$ cat config.mk
export PLATFORM = sky130hd
export DESIGN_NAME = line_draw_ctrl_flat
export DESIGN_NICKNAME = d
export VERILOG_FILES = /design/src/rtl/line_draw_ctrl_pkg.sv /design/src/rtl/line_draw_ctrl_if.sv /design/src/rtl/line_draw_fsm.sv /design/src/rtl/line_draw_ctrl.sv /design/src/flat_wrapper.sv
export SDC_FILE = /design/constraint.sdc
export NUM_CORES = 1
export LEC_CHECK = 0
export BUFFER_PORTS_ARGS = -buffer_cell sky130_fd_sc_hd__buf_2
export CAP_MARGIN = 10
export CORE_ASPECT_RATIO = 0.75
export CORE_MARGIN = 3
export CORE_UTILIZATION = 43
export DETAILED_ROUTE_END_ITERATION = 8
export PLACE_DENSITY = 0.95
export SLEW_MARGIN = 20
export SYNTH_ARGS = -nofsm -noshare
export SYNTH_HDL_FRONTEND = slang
export SYNTH_SLANG_ARGS = --single-unit
$ cat constraint.sdc
create_clock -name clock -period 2.45 [get_ports clock]
set_input_delay 0.3675 -clock clock [delete_from_list [all_inputs] [get_ports clock]]
set_output_delay 0.3675 -clock clock [all_outputs]
set_load 0.03 [all_outputs]
$ cat src/rtl/line_draw_ctrl_pkg.sv
// Shared state codes and default widths for the Bresenham line-draw sequencing controller.
package line_draw_ctrl_pkg;

  localparam int W_DEF  = 9;
  localparam int SW_DEF = 5;

  // Codes are driven straight onto the datapath state bus; ST_STALL is never held in the FSM.
  typedef enum logic [SW_DEF-1:0] {
    ST_IDLE   = 5'd1,
    ST_SETUP  = 5'd2,
    ST_SETUP2 = 5'd3,
    ST_SETUP3 = 5'd4,
    ST_DRAW   = 5'd5,
    ST_DONE   = 5'd6,
    ST_STALL  = 5'd7
  } state_e;

endpackage

$ cat src/rtl/line_draw_ctrl_if.sv
// Command, datapath and plot-handshake bundle between the line-draw controller and its neighbours.
interface line_draw_ctrl_if #(
  parameter int W  = 9,
  parameter int SW = 5
);

  logic         cmd_valid;
  logic         cmd_ready;
  logic         cmd_move;
  logic [W-1:0] cmd_x;
  logic [W-1:0] cmd_y;

  logic [W-1:0]  new_X;
  logic [W-1:0]  new_Y;
  logic          old_X_enable;
  logic          old_Y_enable;
  logic [SW-1:0] state;
  logic          xlex1;
  logic [W-1:0]  x_Q;
  logic [W-1:0]  y_Q;

  logic         plot_valid;
  logic         plot_ready;
  logic [W-1:0] plot_x;
  logic [W-1:0] plot_y;

  logic busy;
  logic line_done;

  // Controller side.
  modport slave (
    input  cmd_valid, cmd_move, cmd_x, cmd_y, xlex1, x_Q, y_Q, plot_ready,
    output cmd_ready, new_X, new_Y, old_X_enable, old_Y_enable, state,
           plot_valid, plot_x, plot_y, busy, line_done
  );

  // Command source, datapath and frame-buffer writer side.
  modport master (
    output cmd_valid, cmd_move, cmd_x, cmd_y, xlex1, x_Q, y_Q, plot_ready,
    input  cmd_ready, new_X, new_Y, old_X_enable, old_Y_enable, state,
           plot_valid, plot_x, plot_y, busy, line_done
  );

endinterface

$ cat src/rtl/line_draw_fsm.sv
// Sequencing FSM for the line datapath: next-state logic and the stall override on the state bus.
module line_draw_fsm
  import line_draw_ctrl_pkg::*;
#(
  parameter int SW = SW_DEF
) (
  input  logic          clock,
  input  logic          resetN,
  input  logic          accept,
  input  logic          cmd_move,
  input  logic          xlex1,
  input  logic          stall,
  input  logic          kill,
  output state_e        fsm_q,
  output logic [SW-1:0] state_code
);

  state_e fsm_d;

  always_ff @(posedge clock or negedge resetN) begin
    if (!resetN) begin
      fsm_q <= ST_IDLE;
    end else begin
      // NOTE: registers take non-blocking assignments so every flop samples pre-edge values.
      fsm_q <= fsm_d;
    end
  end

  always_comb begin
    // NOTE: every output of this block gets a default first, so no path can infer a latch.
    fsm_d      = fsm_q;
    state_code = SW'(fsm_q);

    case (fsm_q)
      ST_IDLE:   if (accept) fsm_d = cmd_move ? ST_DONE : ST_SETUP;
      ST_SETUP:  fsm_d = ST_SETUP2;
      ST_SETUP2: fsm_d = ST_SETUP3;
      ST_SETUP3: fsm_d = ST_DRAW;
      ST_DRAW:   if (!xlex1) fsm_d = ST_DONE;
      ST_DONE:   fsm_d = ST_IDLE;
      default:   fsm_d = ST_IDLE;
    endcase

    // Backpressure freezes both the FSM and the datapath, which ignores code 7.
    if (stall) begin
      fsm_d      = fsm_q;
      state_code = SW'(ST_STALL);
    end

    if (kill) fsm_d = ST_DONE;
  end

endmodule

$ cat src/rtl/line_draw_ctrl.sv
// Line-draw sequencing controller: latches endpoints, steps the datapath, streams pixels out.
// Optional abort input enabled by defining LINE_DRAW_CTRL_ABORT_EN.
module line_draw_ctrl
  import line_draw_ctrl_pkg::*;
#(
  parameter int W  = W_DEF,
  parameter int SW = SW_DEF
) (
  input  logic clock,
  input  logic resetN,
`ifdef LINE_DRAW_CTRL_ABORT_EN
  input  logic abort,
`endif
  line_draw_ctrl_if.slave ctl
);

  state_e       fsm_q;
  logic         accept;
  logic         stall;
  logic         kill;
  logic [W-1:0] new_x_q, new_x_d;
  logic [W-1:0] new_y_q, new_y_d;
  logic         plot_valid_q, plot_valid_d;

  assign ctl.cmd_ready = (fsm_q == ST_IDLE);
  assign accept        = ctl.cmd_valid && ctl.cmd_ready;
  assign stall         = plot_valid_q && !ctl.plot_ready;

`ifdef LINE_DRAW_CTRL_ABORT_EN
  // Abort only matters once a line is in flight; IDLE and DONE already end at the pen update.
  assign kill = abort && (fsm_q inside {ST_SETUP, ST_SETUP2, ST_SETUP3, ST_DRAW});
`else
  assign kill = 1'b0;
`endif

  line_draw_fsm #(.SW(SW)) u_fsm (
    .clock      (clock),
    .resetN     (resetN),
    .accept     (accept),
    .cmd_move   (ctl.cmd_move),
    .xlex1      (ctl.xlex1),
    .stall      (stall),
    .kill       (kill),
    .fsm_q      (fsm_q),
    .state_code (ctl.state)
  );

  always_comb begin
    new_x_d      = new_x_q;
    new_y_d      = new_y_q;
    plot_valid_d = plot_valid_q;

    if (accept) begin
      new_x_d = ctl.cmd_x;
      new_y_d = ctl.cmd_y;
    end

    // The pixel on x_Q/y_Q becomes valid one edge after the DRAW cycle that produced it.
    if (kill)                   plot_valid_d = 1'b0;
    else if (stall)             plot_valid_d = plot_valid_q;
    else if (fsm_q == ST_DRAW)  plot_valid_d = ctl.xlex1;
    else if (ctl.plot_ready)    plot_valid_d = 1'b0;
  end

  always_ff @(posedge clock or negedge resetN) begin
    if (!resetN) begin
      new_x_q      <= '0;
      new_y_q      <= '0;
      plot_valid_q <= 1'b0;
    end else begin
      new_x_q      <= new_x_d;
      new_y_q      <= new_y_d;
      plot_valid_q <= plot_valid_d;
    end
  end

  assign ctl.new_X        = new_x_q;
  assign ctl.new_Y        = new_y_q;
  assign ctl.old_X_enable = (fsm_q == ST_DONE);
  assign ctl.old_Y_enable = (fsm_q == ST_DONE);
  assign ctl.line_done    = (fsm_q == ST_DONE);
  assign ctl.busy         = (fsm_q != ST_IDLE);
  assign ctl.plot_valid   = plot_valid_q;
  assign ctl.plot_x       = ctl.x_Q;
  assign ctl.plot_y       = ctl.y_Q;

endmodule

$ cat src/flat_wrapper.sv
// flat-port wrapper written by rule: the top's interface ports become plain ports
module line_draw_ctrl_flat import line_draw_ctrl_pkg::*;
#(
  parameter int W  = W_DEF,
  parameter int SW = SW_DEF
)
  (clock, resetN, ctl_cmd_valid, ctl_cmd_move, ctl_cmd_x, ctl_cmd_y, ctl_xlex1, ctl_x_Q, ctl_y_Q, ctl_plot_ready, ctl_cmd_ready, ctl_new_X, ctl_new_Y, ctl_old_X_enable, ctl_old_Y_enable, ctl_state, ctl_plot_valid, ctl_plot_x, ctl_plot_y, ctl_busy, ctl_line_done);
  line_draw_ctrl_if #(.W(W), .SW(SW)) ctl_i ();
  input  logic clock;
  input  logic resetN;
  input wire logic [$bits(ctl_i.cmd_valid)-1:0] ctl_cmd_valid;
  input wire logic [$bits(ctl_i.cmd_move)-1:0] ctl_cmd_move;
  input wire logic [$bits(ctl_i.cmd_x)-1:0] ctl_cmd_x;
  input wire logic [$bits(ctl_i.cmd_y)-1:0] ctl_cmd_y;
  input wire logic [$bits(ctl_i.xlex1)-1:0] ctl_xlex1;
  input wire logic [$bits(ctl_i.x_Q)-1:0] ctl_x_Q;
  input wire logic [$bits(ctl_i.y_Q)-1:0] ctl_y_Q;
  input wire logic [$bits(ctl_i.plot_ready)-1:0] ctl_plot_ready;
  output wire logic [$bits(ctl_i.cmd_ready)-1:0] ctl_cmd_ready;
  output wire logic [$bits(ctl_i.new_X)-1:0] ctl_new_X;
  output wire logic [$bits(ctl_i.new_Y)-1:0] ctl_new_Y;
  output wire logic [$bits(ctl_i.old_X_enable)-1:0] ctl_old_X_enable;
  output wire logic [$bits(ctl_i.old_Y_enable)-1:0] ctl_old_Y_enable;
  output wire logic [$bits(ctl_i.state)-1:0] ctl_state;
  output wire logic [$bits(ctl_i.plot_valid)-1:0] ctl_plot_valid;
  output wire logic [$bits(ctl_i.plot_x)-1:0] ctl_plot_x;
  output wire logic [$bits(ctl_i.plot_y)-1:0] ctl_plot_y;
  output wire logic [$bits(ctl_i.busy)-1:0] ctl_busy;
  output wire logic [$bits(ctl_i.line_done)-1:0] ctl_line_done;
  assign ctl_i.cmd_valid = ctl_cmd_valid;
  assign ctl_i.cmd_move = ctl_cmd_move;
  assign ctl_i.cmd_x = ctl_cmd_x;
  assign ctl_i.cmd_y = ctl_cmd_y;
  assign ctl_i.xlex1 = ctl_xlex1;
  assign ctl_i.x_Q = ctl_x_Q;
  assign ctl_i.y_Q = ctl_y_Q;
  assign ctl_i.plot_ready = ctl_plot_ready;
  assign ctl_cmd_ready = ctl_i.cmd_ready;
  assign ctl_new_X = ctl_i.new_X;
  assign ctl_new_Y = ctl_i.new_Y;
  assign ctl_old_X_enable = ctl_i.old_X_enable;
  assign ctl_old_Y_enable = ctl_i.old_Y_enable;
  assign ctl_state = ctl_i.state;
  assign ctl_plot_valid = ctl_i.plot_valid;
  assign ctl_plot_x = ctl_i.plot_x;
  assign ctl_plot_y = ctl_i.plot_y;
  assign ctl_busy = ctl_i.busy;
  assign ctl_line_done = ctl_i.line_done;
  line_draw_ctrl #(.W(W), .SW(SW)) u_core (.clock(clock), .resetN(resetN), .ctl(ctl_i));
endmodule
==> results.ini <==
[synthesis]
netlist_top_cells_area=dfrtp_1 (44%), buf_4 (14%), mux2_4 (12%)
synth_largest_area_cell=dfrtp_1
yosys.area.top_type_share=0.435
post_synth_instance_area_um2=1210
ys_seq_elements=22
count_of_different_cell_masters_after_synthesis=29
post_syn_area_per_cell_um2=12.3
yosysWarnings=0
netlist_instances=98
yosysSeqAreaShare=0.457

[sta]
hold_violations=0
rsz0062_at_grt=false
clock-skew-final_ns=0.00348
setup_violations=0
post_route_fraction_of_the_period_consumed_by_the_critical_path=0.765
tns_ns=0
clock.fmax_mhz=533
maxSlewViolCount=0
min_period_ns=1.87

[detailed_routing]
drt_pre_antenna_iters=3
route.final.wire_length_um=2420
number_of_design_rule_violations_left_by_the_first_detailed_router_iteration=8
detail_route.wl_per_cell_um=14.9
via_count=818
ant_nets=0
route.detailed.drc=0
routed_via_density=5.02

[setup_path]
worstReg2RegStart=u_core.u_fsm.fsm_q[1]$_DFFE_PN0P_
critPathCaptureType=output port
required_ns=2.08
setup.worst_path.class=reg2out
crit_path_start_kind=register
critical_path.max_fanout=8
timing.critical_path.from=u_core.u_fsm.fsm_q[1]$_DFFE_PN0P_
timing.critical_path.arrival_ns=1.51

[cts]
cts_tree=done
cts_hold_buffers=0
cts_setup_buffers=0
clockRootBuffer=clkbuf_8
clock_insertion_delay_worst_skew_ns=0.26
clock_tree.htree_level_count=1
postCtsResizedCells=0
clock_tree.buffer_depth=2
cts.reportedPaths.clkPinSlew_ns=0.07
tritoncts.num_buffers=3
cts_sinks=22

[finish]
final_common_cell=buf_2
layoutNonFillerInstCount=163
filler_cell_count=220
synthToLayoutAreaGrowth_pct=14.3
layout-drive-gt1-share=0.605
diodes=0
layout.cells.most_common_list=buf_2 (50), dfrtp_1 (21), mux2_4 (10)
fin_nets=173

[status]
status=finished, final reports clean

[worst_hold_path]
worstHoldPathType=in2async

[global_routing]
first_global_vias=800
globalRouteOverflowTotal=0
global_route.usage.total=0.145
wire_length_of_the_first_global_routing_pass_um=3650
number_of_antenna_violations_at_the_first_check_in_global_routing=0
grt_start_max_net_pins=23

[floorplan]
die_w_um=67.2
rows=15
io-pin-count=89
die_height_um=51.9
core_area_um2=2480
die_area_um2=3490
initial_core_util=0.487

[power_and_ir_drop]
power_consumption_w=0.00212
power-per-cell-area_nw_per_um2=1540
worst_ir_drop_vdd_mv=0.802
power_leakage_nw=0.728

[placement]
port-buffer-count=50
dpl.hpwl_um=1930
placedCellCount=159
place_congestion=0.845

[job]
maxcap_viol_count=0

## kinds of logic after synthesis
group	count (synthesis)	share of synthesized area
compound gates	10	0.0601
fa+ha+maj	1	0.0104
buf+inv	31	0.189
flops	22	0.457
mux	19	0.207
other cells	1	0.00311
simple gates	14	0.0736
## sequential cells by signal, summed over array words and instances (netlist names)
name	count
u_core.u_fsm.fsm_q	3
u_core.ctl.new_Y	9
u_core.ctl.new_X	9
u_core.ctl.plot_valid	1
## area by class of cell
type | count | area [um^2] | share of cell area
flip-flops and latches | 22 | 552 | 0.400
multi-input cells | 46 | 447 | 0.324
repair buffers | 52 | 265 | 0.192
clock buffers | 4 | 55.1 | 0.0399
well taps | 34 | 42.5 | 0.0308
inverters | 5 | 18.8 | 0.0136
## Yosys cell counts
master,n
a21o_1,1
a22oi_1,1
a311o_1,1
a31oi_1,1
a41o_1,1
and3b_1,1
buf_12,1
buf_2,1
buf_4,23
buf_6,1
conb_1,1
dfrtp_1,21
dfstp_2,1
ha_1,1
inv_1,5
mux2_2,8
mux2_4,10
mux2i_1,1
nand2_1,3
nand2b_1,2
nor2b_1,1
nor3_1,3
nor3b_2,1
nor4bb_1,1
o2111ai_1,1
o21ai_0,3
o31ai_1,1
or2_1,1
or2_2,1
## where the power goes
part / total, W / internal [W] / switching (W) / leakage, nW
registers: 0.000689 / 0.000549 / 0.000139 / 0.262
logic: 0.00118 / 0.000479 / 0.000705 / 0.437
clock network: 0.000250 / 0.000143 / 0.000107 / 0.0288
total: 0.00212 / 0.00117 / 0.000952 / 0.728
## path summary, 6_finish.rpt
kind                                                      to  slack (ns)  cells after the start
setup / recovery                               ctl_line_done        0.58                      3
hold / removal               u_core.ctl.new_X[1]$_DFFE_PN0P_        0.05                      1
setup reg to reg           u_core.u_fsm.fsm_q[0]$_DFFE_PN1P_        0.80                      5
hold reg to reg              u_core.ctl.new_X[0]$_DFFE_PN0P_        0.51                      1
max in group asynchronous  u_core.u_fsm.fsm_q[0]$_DFFE_PN1P_        2.06                      1
min in group clock           u_core.ctl.new_X[5]$_DFFE_PN0P_        0.34                      2
## per-layer routing
layer,track usage,vias up,share of wire
met5,0,-,0
met4,0.0842,0,0.034
met3,0.0497,18,0.085
met2,0.238,36,0.50
met1,0.164,390,0.38
li1,-,374,-
## stage by stage
stage	instance area (um^2)	hold WS, ns	setup slack, ns	utilization
final	1380	0.0535	0.575	0.557
after global routing	1380	0.0816	0.444	0.557
after CTS	1380	0.0685	0.587	0.557
after detailed placement	1330	0.350	0.806	0.535
after global placement	1330	0.345	0.889	0.535
after floorplan	1210	0.0719	0.454	-
## critical path, stage by stage, from the launching register on
cell and delay, ns:
dfrtp_1 0.53, inv_1 0.15, nor3_1 0.30, buf_2 0.26
No activity file was read; power rests on OpenSTA's default activity.
